## config.mk

```make
export PLATFORM = sky130hd
export DESIGN_NAME = gear_adder_seq
export DESIGN_NICKNAME = d
export VERILOG_FILES = /design/src/rtl/gear_adder_seq.sv
export SDC_FILE = /design/constraint.sdc
export NUM_CORES = 1
export LEC_CHECK = 0
export ABC_AREA = 1
export BUFFER_PORTS_ARGS = -buffer_cell sky130_fd_sc_hd__buf_2
export CAP_MARGIN = 20
export CORE_UTILIZATION = 56
export DETAILED_ROUTE_END_ITERATION = 16
export PLACE_DENSITY = 0.82
export RECOVER_POWER = 100
export SKIP_CTS_REPAIR_TIMING = 1
export SLEW_MARGIN = 20
export SYNTH_ARGS = -nofsm -noshare
export SYNTH_HDL_FRONTEND = slang
export SYNTH_SLANG_ARGS = --single-unit
```

## constraint.sdc

```tcl
create_clock -name clk -period 3.4 [get_ports clk]
set_clock_uncertainty 0.1 [all_clocks]
set_input_delay 0.68 -clock clk [delete_from_list [all_inputs] [get_ports clk]]
set_output_delay 0.68 -clock clk [all_outputs]
set_load 0.02 [all_outputs]
```

## src/rtl/gear_adder_seq.sv

```systemverilog
// Sequential GeAr(N,R,P) approximate adder with optional carry-error correction.
// Approximate mode returns the all-zero-carry GeAr sum; exact mode repairs one sub-adder per cycle.
module gear_adder_seq #(
  parameter  int N  = 8,
  parameter  int R  = 1,
  parameter  int P  = 2,
  localparam int L  = R + P,
  localparam int K  = (N - L) / R + 1,
  localparam int CW = (K > 1) ? $clog2(K) : 1
) (
  input  logic          clk,
  input  logic          rst,
  input  logic          in_valid,
  output logic          in_ready,
  input  logic [N-1:0]  in1,
  input  logic [N-1:0]  in2,
  input  logic          mode,
  output logic          out_valid,
  input  logic          out_ready,
  output logic [N:0]    res,
  output logic          err_flag,
  output logic [CW-1:0] corr_cnt
);

  localparam int NW = N + 1;
  localparam int LW = L + 1;
  localparam int RW = R + 1;

  if (((N - L) % R) != 0 || K < 2) begin : g_illegal_params
    $fatal(1, "gear_adder_seq: illegal GeAr parameter combination");
  end

  typedef enum logic [1:0] {
    ST_IDLE,
    ST_CALC,
    ST_CORR,
    ST_DONE
  } state_t;

  state_t         state_q, state_d;
  logic [N-1:0]   a_q, a_d;
  logic [N-1:0]   b_q, b_d;
  logic           mode_q, mode_d;
  logic [K-1:0]   c_q, c_d;
  logic [N:0]     res_q, res_d;
  logic           err_q, err_d;
  logic [CW-1:0]  cnt_q, cnt_d;
  logic           out_valid_q, out_valid_d;
  logic           in_ready_q, in_ready_d;

  logic [N:0]     sum_now, sum_fix;
  logic [K-1:0]   mis_now, mis_fix;
  logic [K-1:0]   fix, c_fix;

  // Each sub-adder sums its L-bit window with its own carry-in; only its top R bits reach the result.
  function automatic logic [N:0] gear_sum(input logic [N-1:0] a,
                                          input logic [N-1:0] b,
                                          input logic [K-1:0] c);
    logic [N:0]   r;
    logic [L-1:0] wa, wb;
    logic [L:0]   s;
    r = '0;
    for (int i = 0; i < K; i++) begin
      wa = L'(a >> (i * R));
      wb = L'(b >> (i * R));
      s  = {1'b0, wa} + {1'b0, wb} + LW'(c[i]);
      if (i == 0) begin
        r = r | NW'(s[L-1:0]);
      end else begin
        r = r | (NW'(s[L-1:P]) << (i * R + P));
      end
      if (i == K - 1) begin
        r = r | (NW'(s[L]) << N);
      end
    end
    return r;
  endfunction

  // A mismatch means the predicted carry-in disagrees with the carry the sub-adder below produces.
  function automatic logic [K-1:0] gear_mis(input logic [N-1:0] a,
                                            input logic [N-1:0] b,
                                            input logic [K-1:0] c);
    logic [K-1:0] m;
    logic [R:0]   t;
    m = '0;
    for (int i = 1; i < K; i++) begin
      t    = {1'b0, R'(a >> ((i - 1) * R))} + {1'b0, R'(b >> ((i - 1) * R))} + RW'(c[i-1]);
      m[i] = c[i] ^ t[R];
    end
    return m;
  endfunction

  // Look ahead past the pending correction so the final repair and the move to DONE share a cycle.
  always_comb begin
    sum_now = gear_sum(a_q, b_q, c_q);
    mis_now = gear_mis(a_q, b_q, c_q);
    fix     = mis_now & (~mis_now + K'(1));
    c_fix   = c_q | fix;
    sum_fix = gear_sum(a_q, b_q, c_fix);
    mis_fix = gear_mis(a_q, b_q, c_fix);
  end

  always_comb begin
    state_d     = state_q;
    a_d         = a_q;
    b_d         = b_q;
    mode_d      = mode_q;
    c_d         = c_q;
    res_d       = res_q;
    err_d       = err_q;
    cnt_d       = cnt_q;
    out_valid_d = out_valid_q;
    in_ready_d  = in_ready_q;
    case (state_q)
      ST_IDLE: begin
        if (in_valid) begin
          a_d        = in1;
          b_d        = in2;
          mode_d     = mode;
          c_d        = '0;
          cnt_d      = '0;
          in_ready_d = 1'b0;
          state_d    = ST_CALC;
        end
      end
      ST_CALC: begin
        err_d = |mis_now;
        res_d = sum_now;
        if (!mode_q || (mis_now == '0)) begin
          out_valid_d = 1'b1;
          state_d     = ST_DONE;
        end else begin
          state_d = ST_CORR;
        end
      end
      ST_CORR: begin
        c_d   = c_fix;
        cnt_d = cnt_q + CW'(1);
        res_d = sum_fix;
        if (mis_fix == '0) begin
          out_valid_d = 1'b1;
          state_d     = ST_DONE;
        end
      end
      ST_DONE: begin
        if (out_ready) begin
          out_valid_d = 1'b0;
          in_ready_d  = 1'b1;
          state_d     = ST_IDLE;
        end
      end
      default: begin
        out_valid_d = 1'b0;
        in_ready_d  = 1'b1;
        state_d     = ST_IDLE;
      end
    endcase
  end

  always_ff @(posedge clk or posedge rst) begin
    if (rst) begin
      state_q     <= ST_IDLE;
      a_q         <= '0;
      b_q         <= '0;
      mode_q      <= 1'b0;
      c_q         <= '0;
      res_q       <= '0;
      err_q       <= 1'b0;
      cnt_q       <= '0;
      out_valid_q <= 1'b0;
      in_ready_q  <= 1'b1;
    end else begin
      state_q     <= state_d;
      a_q         <= a_d;
      b_q         <= b_d;
      mode_q      <= mode_d;
      c_q         <= c_d;
      res_q       <= res_d;
      err_q       <= err_d;
      cnt_q       <= cnt_d;
      out_valid_q <= out_valid_d;
      in_ready_q  <= in_ready_d;
    end
  end

  assign in_ready  = in_ready_q;
  assign out_valid = out_valid_q;
  assign res       = res_q;
  assign err_flag  = err_q;
  assign corr_cnt  = cnt_q;

endmodule
```

==> results.toml, run 1 <==
[critical_path]
worstSetupEndpointType = "register"
path_class = "reg -> reg"
crit_start = "a_q[1]"
r2r-start = "a_q[1]"
cpMostUsedCell = "nand2_1"
cp_data_arrival_time_ns = 2.69
critPathRequiredTime_ns = 3.45
slowest_stage = "dfrtp_1"
start_kind = "register"
max_stage_delay_ns = 0.40
path_max_fanout = 5
cp_cell_sequence = "ha_1, nand2_1, clkinv_1, nand2_1, nand2_1, o21ai_0, nand2_1, nand2_1, nand2_1, nand2_1, nand3_1, nor2_1, nand2_1, nand2_1, nand2_1, nand2_1, o21ai_0"

[route]
drcViolationCount = 0
routed_wl_um = 5430
ant_nets = 0
via_per_inst = 5.24
num_vias = 2103
drt_iter0_markers = 151
first_pass_iters = 4
wl_per_cell_um = 13.5

[min_path]
hp-class = "reg -> reg"
min_from = "res[0]"

[layout]
regArea_um2 = 977
drive_gt1_share_pct = 10.5
final_nets = 393
area_growth_pct = 11.9
multi_input_area_mm2 = 0.00128
antenna_cells = 0
fill_cells = 360
final_area_mm2 = 0.00276

[logic_synthesis]
synth_most_common_cell = "nand2_1"
syn_inst = 312
synth_cell_types = 33
netlist.top_cell.by_area = "dfrtp_1"
yosys-top-cells-area = "dfrtp_1, nand2_1, ha_1"
synthTopCellsByCount = "nand2_1, inv_1, dfrtp_1"
synth_top_area_share_pct = 38.5
yosysSeqAreaShare_pct = 39.6
syn_area_mm2 = 0.00247
yosys_warnings = 0
ys_seq_elements = 39
synth-edff-count = 0
syn_area_per_cell_um2 = 7.92
synthArstFlopShare_pct = 100
synth_flop_cell = "dfrtp_1"
syn-num-nets = 355

[die]
fp.dieW_um = 68.4
fp.coreArea_mm2 = 0.00412
rows = 23
die_h_um = 68.4
die-area_mm2 = 0.00468
initial_utilization_pct = 60.0
pin_count = 36

[power_and_ir_drop]
pwr_density_cell_mw_per_mm2 = 1200
vdd_drop_max_uv = 557
leakage_nw = 1.45

[sta]
whs_ns = 0.380
finalSetupViolCount = 0
worst_pin_slew_ns = 1.07
finalCriticalPeriod_ns = 2.64
slew_viol_final = 0
post-route-period-util_pct = 77.6
timing.fmax_mhz = 379
finalHoldViolCount = 0
rsz0062_at_grt = "no"
relSlewSlack_pct = 28.9
setup_tns_ns = 0

[place]
place_hpwl_um = 4050
io_buffers = 35
gp_congestion = 0.962
place_area_mm2 = 0.00270

[global_routing]
antenna_found_initial = 0
grt_use_total_pct = 26.0
first_global_vias = 1965
grt-ovfl-total = 0
grt_first_pass_wirelength_um = 8760
grt_max_degree = 24

[outcome]
status = "complete, no violations"

[cts]
cts_buffer_depth = 2
clock_latency_ns = 0.30
numCtsBuffers = 5
tritoncts = "built"
cts_max_level = 2
clk_pin_slew_ns = 0.08
cts_sinks = 39
cts_root_buf = "clkbuf_8"

[job]
maxCapViolations = 0
[cell type report]
type | count | area share (%)
Clock inverter | 2 | 1.27
Multi-Input combinational cell | 225 | 46.5
Tap cell | 50 | 2.26
Inverter | 43 | 5.84
Clock buffer | 6 | 2.99
Timing Repair Buffer | 36 | 5.80
Sequential cell | 39 | 35.4
[logic make-up (layout without fill, tap and decap cells)]
logic type | count (synthesis) | in the layout | synth area share [%]
flip-flops | 39 | 39 | 39.6
XOR/XNOR | 16 | 16 | 5.67
adder cells (fa/ha/maj) | 22 | 22 | 13.0
AND/OR/NAND/NOR | 148 | 148 | 25.2
AO/OA/AOI/OAI | 38 | 38 | 9.12
other | 1 | 1 | 0.152
buffers and inverters | 48 | 87 | 7.34
[through the flow]
stage          power [mW]  cells  worst slack [ns]  util (%)
6_report             3.31    401             0.763      67.1
5_1_grt              3.62    401             0.505      67.1
4_1_cts              3.41    401              1.00      68.3
3_5_place_dp         2.96    393              1.06      65.5
3_3_place_gp         2.89    393              1.10      65.5
2_1_floorplan        2.48    312              1.33         -
[power breakdown]
part	switching, mW	internal, mW	leakage, nW
combinational	1.30	0.725	0.905
sequential	0.179	0.703	0.486
clock	0.169	0.238	0.0612
[per-layer routing]
layer	vias up	part of all wire, %	GRT usage (%)
li1	1057	-	-
met1	985	45	33.2
met2	54	49	43.1
met3	7	4.5	5.67
met4	0	1.1	9.38
met5	-	0	0
[worst paths after layout]
| kind | to | cells past startpoint | slack, ns |
|---|---|---|---|
| setup / recovery | state_q[1] | 17 | 0.76 |
| hold / removal | res[0] | 2 | 0.38 |
| setup reg to reg | state_q[1] | 17 | 0.76 |
| hold reg to reg | res[0] | 2 | 0.38 |
| max in group asynchronous | corr_cnt[1] | 3 | 1.37 |
| min in group asynchronous | res[8] | 2 | 0.41 |
[placed cells by master, fill, tap and decap left out, types with 3 or more instances in the layout]
cell type	synthesis	final
xnor2_1	8	8
nand3_1	20	20
ha_1	16	16
nor2_1	7	8
inv_1	39	39
nand2_1	108	110
clkbuf_8	0	6
o21ai_0	17	22
fa_1	6	6
xor2_1	8	8
a21oi_1	6	6
clkbuf_1	4	16
buf_2	1	20
dfrtp_1	38	38
a211oi_1	3	3
nand2_2	5	3
inv_2	3	3
[state kept, by name, summed over array words and instances, names as in the netlist]
register,count
res,9
a_q,8
b_q,8
c_q,5
corr_cnt,3
state_q,2
err_flag,1
in_ready,1
mode_q,1
out_valid,1
[worst max-delay path: cells and delay by family, from the launching register on]
family                     cells  cell delay, ns
AOI/OAI and AO/OA              2            0.47
and+or+nand+nor               13            1.09
adders and majority gates      1            0.34
buffers and inverters          1            0.09
DFF                            1            0.40
Note: power is estimated with default switching activity, not from simulation.
==> run 2, diff against run 1 <==
--- a/config.mk
+++ b/config.mk
@@ -8,9 +8,9 @@
 export ABC_AREA = 1
 export BUFFER_PORTS_ARGS = -buffer_cell sky130_fd_sc_hd__buf_2
 export CAP_MARGIN = 20
-export CORE_UTILIZATION = 56
+export CORE_UTILIZATION = 52
 export DETAILED_ROUTE_END_ITERATION = 16
-export PLACE_DENSITY = 0.82
+export PLACE_DENSITY = 0.81
 export RECOVER_POWER = 100
 export SKIP_CTS_REPAIR_TIMING = 1
 export SLEW_MARGIN = 20
==> constraint.sdc (replaced) <==
create_clock -name clk -period 2.3 [get_ports clk]
set_clock_uncertainty 0.1 [all_clocks]
set_input_delay 0.46 -clock clk [delete_from_list [all_inputs] [get_ports clk]]
set_output_delay 0.46 -clock clk [all_outputs]
set_load 0.02 [all_outputs]
==> results.toml, run 2 (synthesis results as in run 1) <==
[die]
initial_utilization_pct = 55.2
rows = 24
fp.coreArea_mm2 = 0.00447
fp.dieW_um = 70.9
die-area_mm2 = 0.00503
pin_count = 36
die_h_um = 70.9

[critical_path]
reg2reg_to = "state_q[1]"
rrSetupSlack_ns = 0.08
r2r-start = "b_q[0]"
path_max_fanout = 4
path_class = "reg -> reg"
cp_cell_sequence = "ha_2, inv_2, ha_4, inv_2, nand3_4, nor2_4, nand2_2, nand2_4, nand3_2, nand2_1, nand2_1, nand2_1, nand2_1, nand2_2, nand2_4, nand2_2, o21ai_1"
cpMostUsedCell = "nand2_1"
start_kind = "register"
critPathBufInv = 2
max_stage_delay_ns = 0.39
cp_data_arrival_time_ns = 2.29
r2r_cells = 17
worstSetupEndpointType = "register"
critPathRequiredTime_ns = 2.37
slowest_stage = "dfrtp_1"
crit_family = "simple AND/OR/NAND/NOR gates"

[min_path]
hp-class = "in -> reg"
min_from = "in2[6]"
holdPathStages = 3
whs_endpoint = "b_q[6]"

[place]
place_hpwl_um = 4100
io_buffers = 35
gp_congestion = 0.837
dp_cells = 401

[sta]
setup_tns_ns = 0
slew_viol_final = 0
relSlewSlack_pct = 35.4
post-route-period-util_pct = 96.5
worst_pin_slew_ns = 0.970
finalHoldViolCount = 0
finalCriticalPeriod_ns = 2.22
timing.fmax_mhz = 450
rsz0062_at_grt = "yes"
finalSetupViolCount = 0

[route]
drt_iter0_markers = 138
routed_wl_um = 5500
ant_nets = 0
via_per_inst = 5.22
wl_per_cell_um = 13.3
first_pass_iters = 6
num_vias = 2161
drcViolationCount = 0

[layout]
drive_gt1_share_pct = 20.2
antenna_cells = 0
final_common_cell = "nand2_1"
largest_reg_flops = 9
area_growth_pct = 19.4
fin_cells = 414
final_cell_mix = "nand2_1, dfrtp_1, inv_1"
fill_cells = 381
final_nets = 404

[global_routing]
grt_use_total_pct = 24.1
grt_first_pass_wirelength_um = 9370
first_global_vias = 2209
antenna_found_initial = 0
grt-ovfl-total = 0
grt_max_degree = 40

[cts]
cts_sinks = 39
numCtsBuffers = 5
cts_max_level = 2
clock_latency_ns = 0.29
cts_root_buf = "clkbuf_8"
clk_pin_slew_ns = 0.08
cts_buffer_depth = 2
tritoncts = "built"

[job]
maxCapViolations = 0

[outcome]
status = "complete, no violations"
==> run 2: changes by cell type in the layout (fill, tap and decap cells not counted), moves of 5 or more <==
cell     previous run  this run
nand2_2             3        11
buf_4               0        10
nand2_1           110       100
ha_1               16        11
==> run 2: area by class of cell <==
| type | count | area, um^2 | area share, % |
|---|---|---|---|
| timing repair buffer | 47 | 240 | 8.15 |
| clock inverter | 1 | 5.00 | 0.170 |
| sequential | 39 | 977 | 33.1 |
| clock buffer | 7 | 76.3 | 2.59 |
| multi-input combinational | 225 | 1420 | 48.3 |
| tap | 52 | 65.1 | 2.21 |
| inverter | 43 | 161 | 5.48 |
==> run 2: metal layers <==
metal	vias up	routed length, um	GRT usage (%)
met4	0	164	11.8
met5	-	0	0
met1	1008	2280	28.0
met2	60	2880	42.5
li1	1076	-	-
met3	17	177	4.84
==> run 2: worst reg2reg max path, stage by stage (launching register included) <==
cell	delay, ns
dfrtp_1	0.39
ha_2	0.20
inv_2	0.08
ha_4	0.21
inv_2	0.06
nand3_4	0.08
nor2_4	0.15
nand2_2	0.09
nand2_4	0.10
nand3_2	0.09
nand2_1	0.08
nand2_1	0.05
nand2_1	0.07
nand2_1	0.07
nand2_2	0.10
nand2_4	0.07
nand2_2	0.05
o21ai_1	0.05
==> run 2: worst max path at each step <==
stage                     startpoint    endpoint  slack [ns]  depth (start not counted)
final                         b_q[0]  state_q[1]        0.08                         17
after CTS                     a_q[0]  state_q[0]       -0.04                         16
after global placement        a_q[0]  state_q[1]        0.09                         17
after floorplan               a_q[0]  state_q[0]        0.23                         15
after global routing          a_q[2]  state_q[1]       -0.06                         17
after detailed placement      a_q[0]  state_q[0]       -0.02                         16
==> run 2: stage by stage <==
stage               setup slack [ns]  hold WS (ns)  utilization, %  area (um^2)
finish                        0.0796         0.263            65.9         2950
global route                 -0.0550         0.278            65.9         2950
CTS                          -0.0422         0.194            63.1         2820
detailed placement           -0.0170         0.355            61.3         2740
global placement              0.0883         0.353            61.3         2740
floorplan                      0.227         0.349               -         2470
Power of run 2 is not shown: default switching activity piles up to over one toggle a cycle in this logic, so the estimate is an artifact.
==> run 3, diff against run 2 <==
--- a/config.mk
+++ b/config.mk
@@ -6,11 +6,11 @@
 export NUM_CORES = 1
 export LEC_CHECK = 0
 export ABC_AREA = 1
-export BUFFER_PORTS_ARGS = -buffer_cell sky130_fd_sc_hd__buf_2
+export BUFFER_PORTS_ARGS = -buffer_cell sky130_fd_sc_hd__buf_4
 export CAP_MARGIN = 20
-export CORE_UTILIZATION = 52
+export CORE_UTILIZATION = 56
 export DETAILED_ROUTE_END_ITERATION = 16
-export PLACE_DENSITY = 0.81
+export PLACE_DENSITY = 0.82
 export RECOVER_POWER = 100
 export SKIP_CTS_REPAIR_TIMING = 1
 export SLEW_MARGIN = 20
==> constraint.sdc (replaced) <==
create_clock -name clk -period 2.6 [get_ports clk]
set_clock_uncertainty 0.1 [all_clocks]
set_input_delay 0.52 -clock clk [delete_from_list [all_inputs] [get_ports clk]]
set_output_delay 0.52 -clock clk [all_outputs]
set_load 0.02 [all_outputs]
==> results.toml, run 3 (synthesis results as in run 1) <==
[outcome]
status = "complete, no violations"

[die]
die-area_mm2 = 0.00468
fp.dieW_um = 68.4
die_h_um = 68.4
fp.coreArea_mm2 = 0.00412
initial_utilization_pct = 60.0
rows = 23
pin_count = 36

[layout]
final_area_mm2 = 0.00284
final_common_cell = "nand2_1"
final_nets = 396
fill_cells = 342
antenna_cells = 0
drive_gt1_share_pct = 11.9
largest_reg_flops = 9
area_growth_pct = 15.1
final_cell_mix = "nand2_1, inv_1, dfrtp_1"

[route]
first_pass_iters = 4
routed_wl_um = 5080
drt_iter0_markers = 112
ant_nets = 0
wl_per_cell_um = 12.6
via_per_inst = 5.18
drcViolationCount = 0
num_vias = 2094

[global_routing]
grt_max_degree = 40
grt_first_pass_wirelength_um = 8870
antenna_found_initial = 0
grt_use_total_pct = 26.2
first_global_vias = 1967
grt-ovfl-total = 0

[cts]
numCtsBuffers = 5
cts_root_buf = "clkbuf_8"
cts_max_level = 2
clk_pin_slew_ns = 0.07
clock_latency_ns = 0.29
tritoncts = "built"
cts_buffer_depth = 2
cts_sinks = 39

[critical_path]
critPathRequiredTime_ns = 2.67
crit_start = "a_q[0]"
path_class = "reg -> reg"
start_kind = "register"
path_max_fanout = 4
worstSetupEndpointType = "register"
r2r-start = "a_q[0]"
cp_data_arrival_time_ns = 2.42

[power_and_ir_drop]
swShare_pct = 49.6
leakage_nw = 1.49
power.share.clock_pct = 10.3
vdd_drop_max_uv = 712
combPwrFrac_pct = 63.1
p_seq_share_pct = 26.6
intPower_mw = 2.17
switchingPower_mw = 2.14
pwr_density_cell_mw_per_mm2 = 1520

[sta]
setup_tns_ns = 0
finalSetupViolCount = 0
timing.fmax_mhz = 425
slew_viol_final = 0
rsz0062_at_grt = "no"
finalHoldViolCount = 0
finalCriticalPeriod_ns = 2.35
relSlewSlack_pct = 37.3
post-route-period-util_pct = 90.4
worst_pin_slew_ns = 0.940

[job]
maxCapViolations = 0

[place]
place_hpwl_um = 3910
io_buffers = 35
place_area_mm2 = 0.00281
gp_congestion = 0.835

[min_path]
hp-class = "in -> reg"
min_from = "in2[7]"
==> run 3: cell types whose count changed in the layout (fill, tap and decap cells not counted), moves of 4 or more <==
cell,previous run,this run
nand3_1,16,20
inv_2,7,2
ha_1,11,16
nand2_2,11,4
buf_2,20,0
nand2_1,100,109
inv_1,36,40
buf_4,10,22
==> run 3: worst paths after layout <==
path,end,slack [ns],cells after the start
hold / removal,b_q[7],0.32,3
hold reg to reg,res[0],0.38,2
min in group asynchronous,res[5],0.41,3
setup reg to reg,state_q[1],0.25,17
setup / recovery,state_q[1],0.25,17
max in group asynchronous,corr_cnt[0],1.41,3
==> run 3: power groups by stage <==
stage | Sequential, mW | Clock, mW | Combinational (mW)
after floorplan | 1.24 | 0 | 2.00
after global placement | 1.14 | 0 | 2.74
after detailed placement | 1.16 | 0 | 2.81
after CTS | 1.15 | 0.457 | 2.84
after global routing | 1.19 | 0.487 | 3.11
final | 1.15 | 0.445 | 2.72
==> run 3: cell type report <==
class	count	area, um^2	share of cell area [%]
well taps	50	62.6	2.20
inverters	43	161	5.68
flip-flops and latches	39	977	34.4
repair buffers	39	234	8.23
multi-input cells	225	1310	46.0
clock buffers	8	100	3.52
==> run 3: layer usage <==
metal,up-vias,wire length [um],track usage [%]
met2,48,2550,42.9
li1,1066,-,-
met3,9,197,6.17
met4,0,108,10.2
met1,971,2220,33.4
met5,-,0,0
==> run 3: critical path: stages, from the launching register on <==
cell	delay (ns)
dfrtp_1	0.38
ha_1	0.19
inv_1	0.12
ha_1	0.29
inv_1	0.09
nand3_2	0.11
nor2_4	0.13
nand2_2	0.07
nand2_1	0.12
nand2_1	0.07
nand2_1	0.08
nand3_1	0.07
nand2_1	0.07
nand2_1	0.06
nand2_2	0.08
nand2_2	0.08
nand2_1	0.06
o21ai_1	0.05
==> run 3: stage by stage <==
stage / utilization (%) / setup WS, ns / cells / hold WS, ns / power (mW)
after detailed placement: 68.2 / 0.323 / 396 / 0.367 / 3.96
final: 69.1 / 0.250 / 404 / 0.321 / 4.31
after CTS: 70.6 / 0.301 / 404 / 0.256 / 4.45
after global routing: 69.1 / 0.0349 / 404 / 0.317 / 4.78
after global placement: 68.2 / 0.360 / 396 / 0.359 / 3.88
after floorplan: - / 0.527 / 312 / 0.349 / 3.25
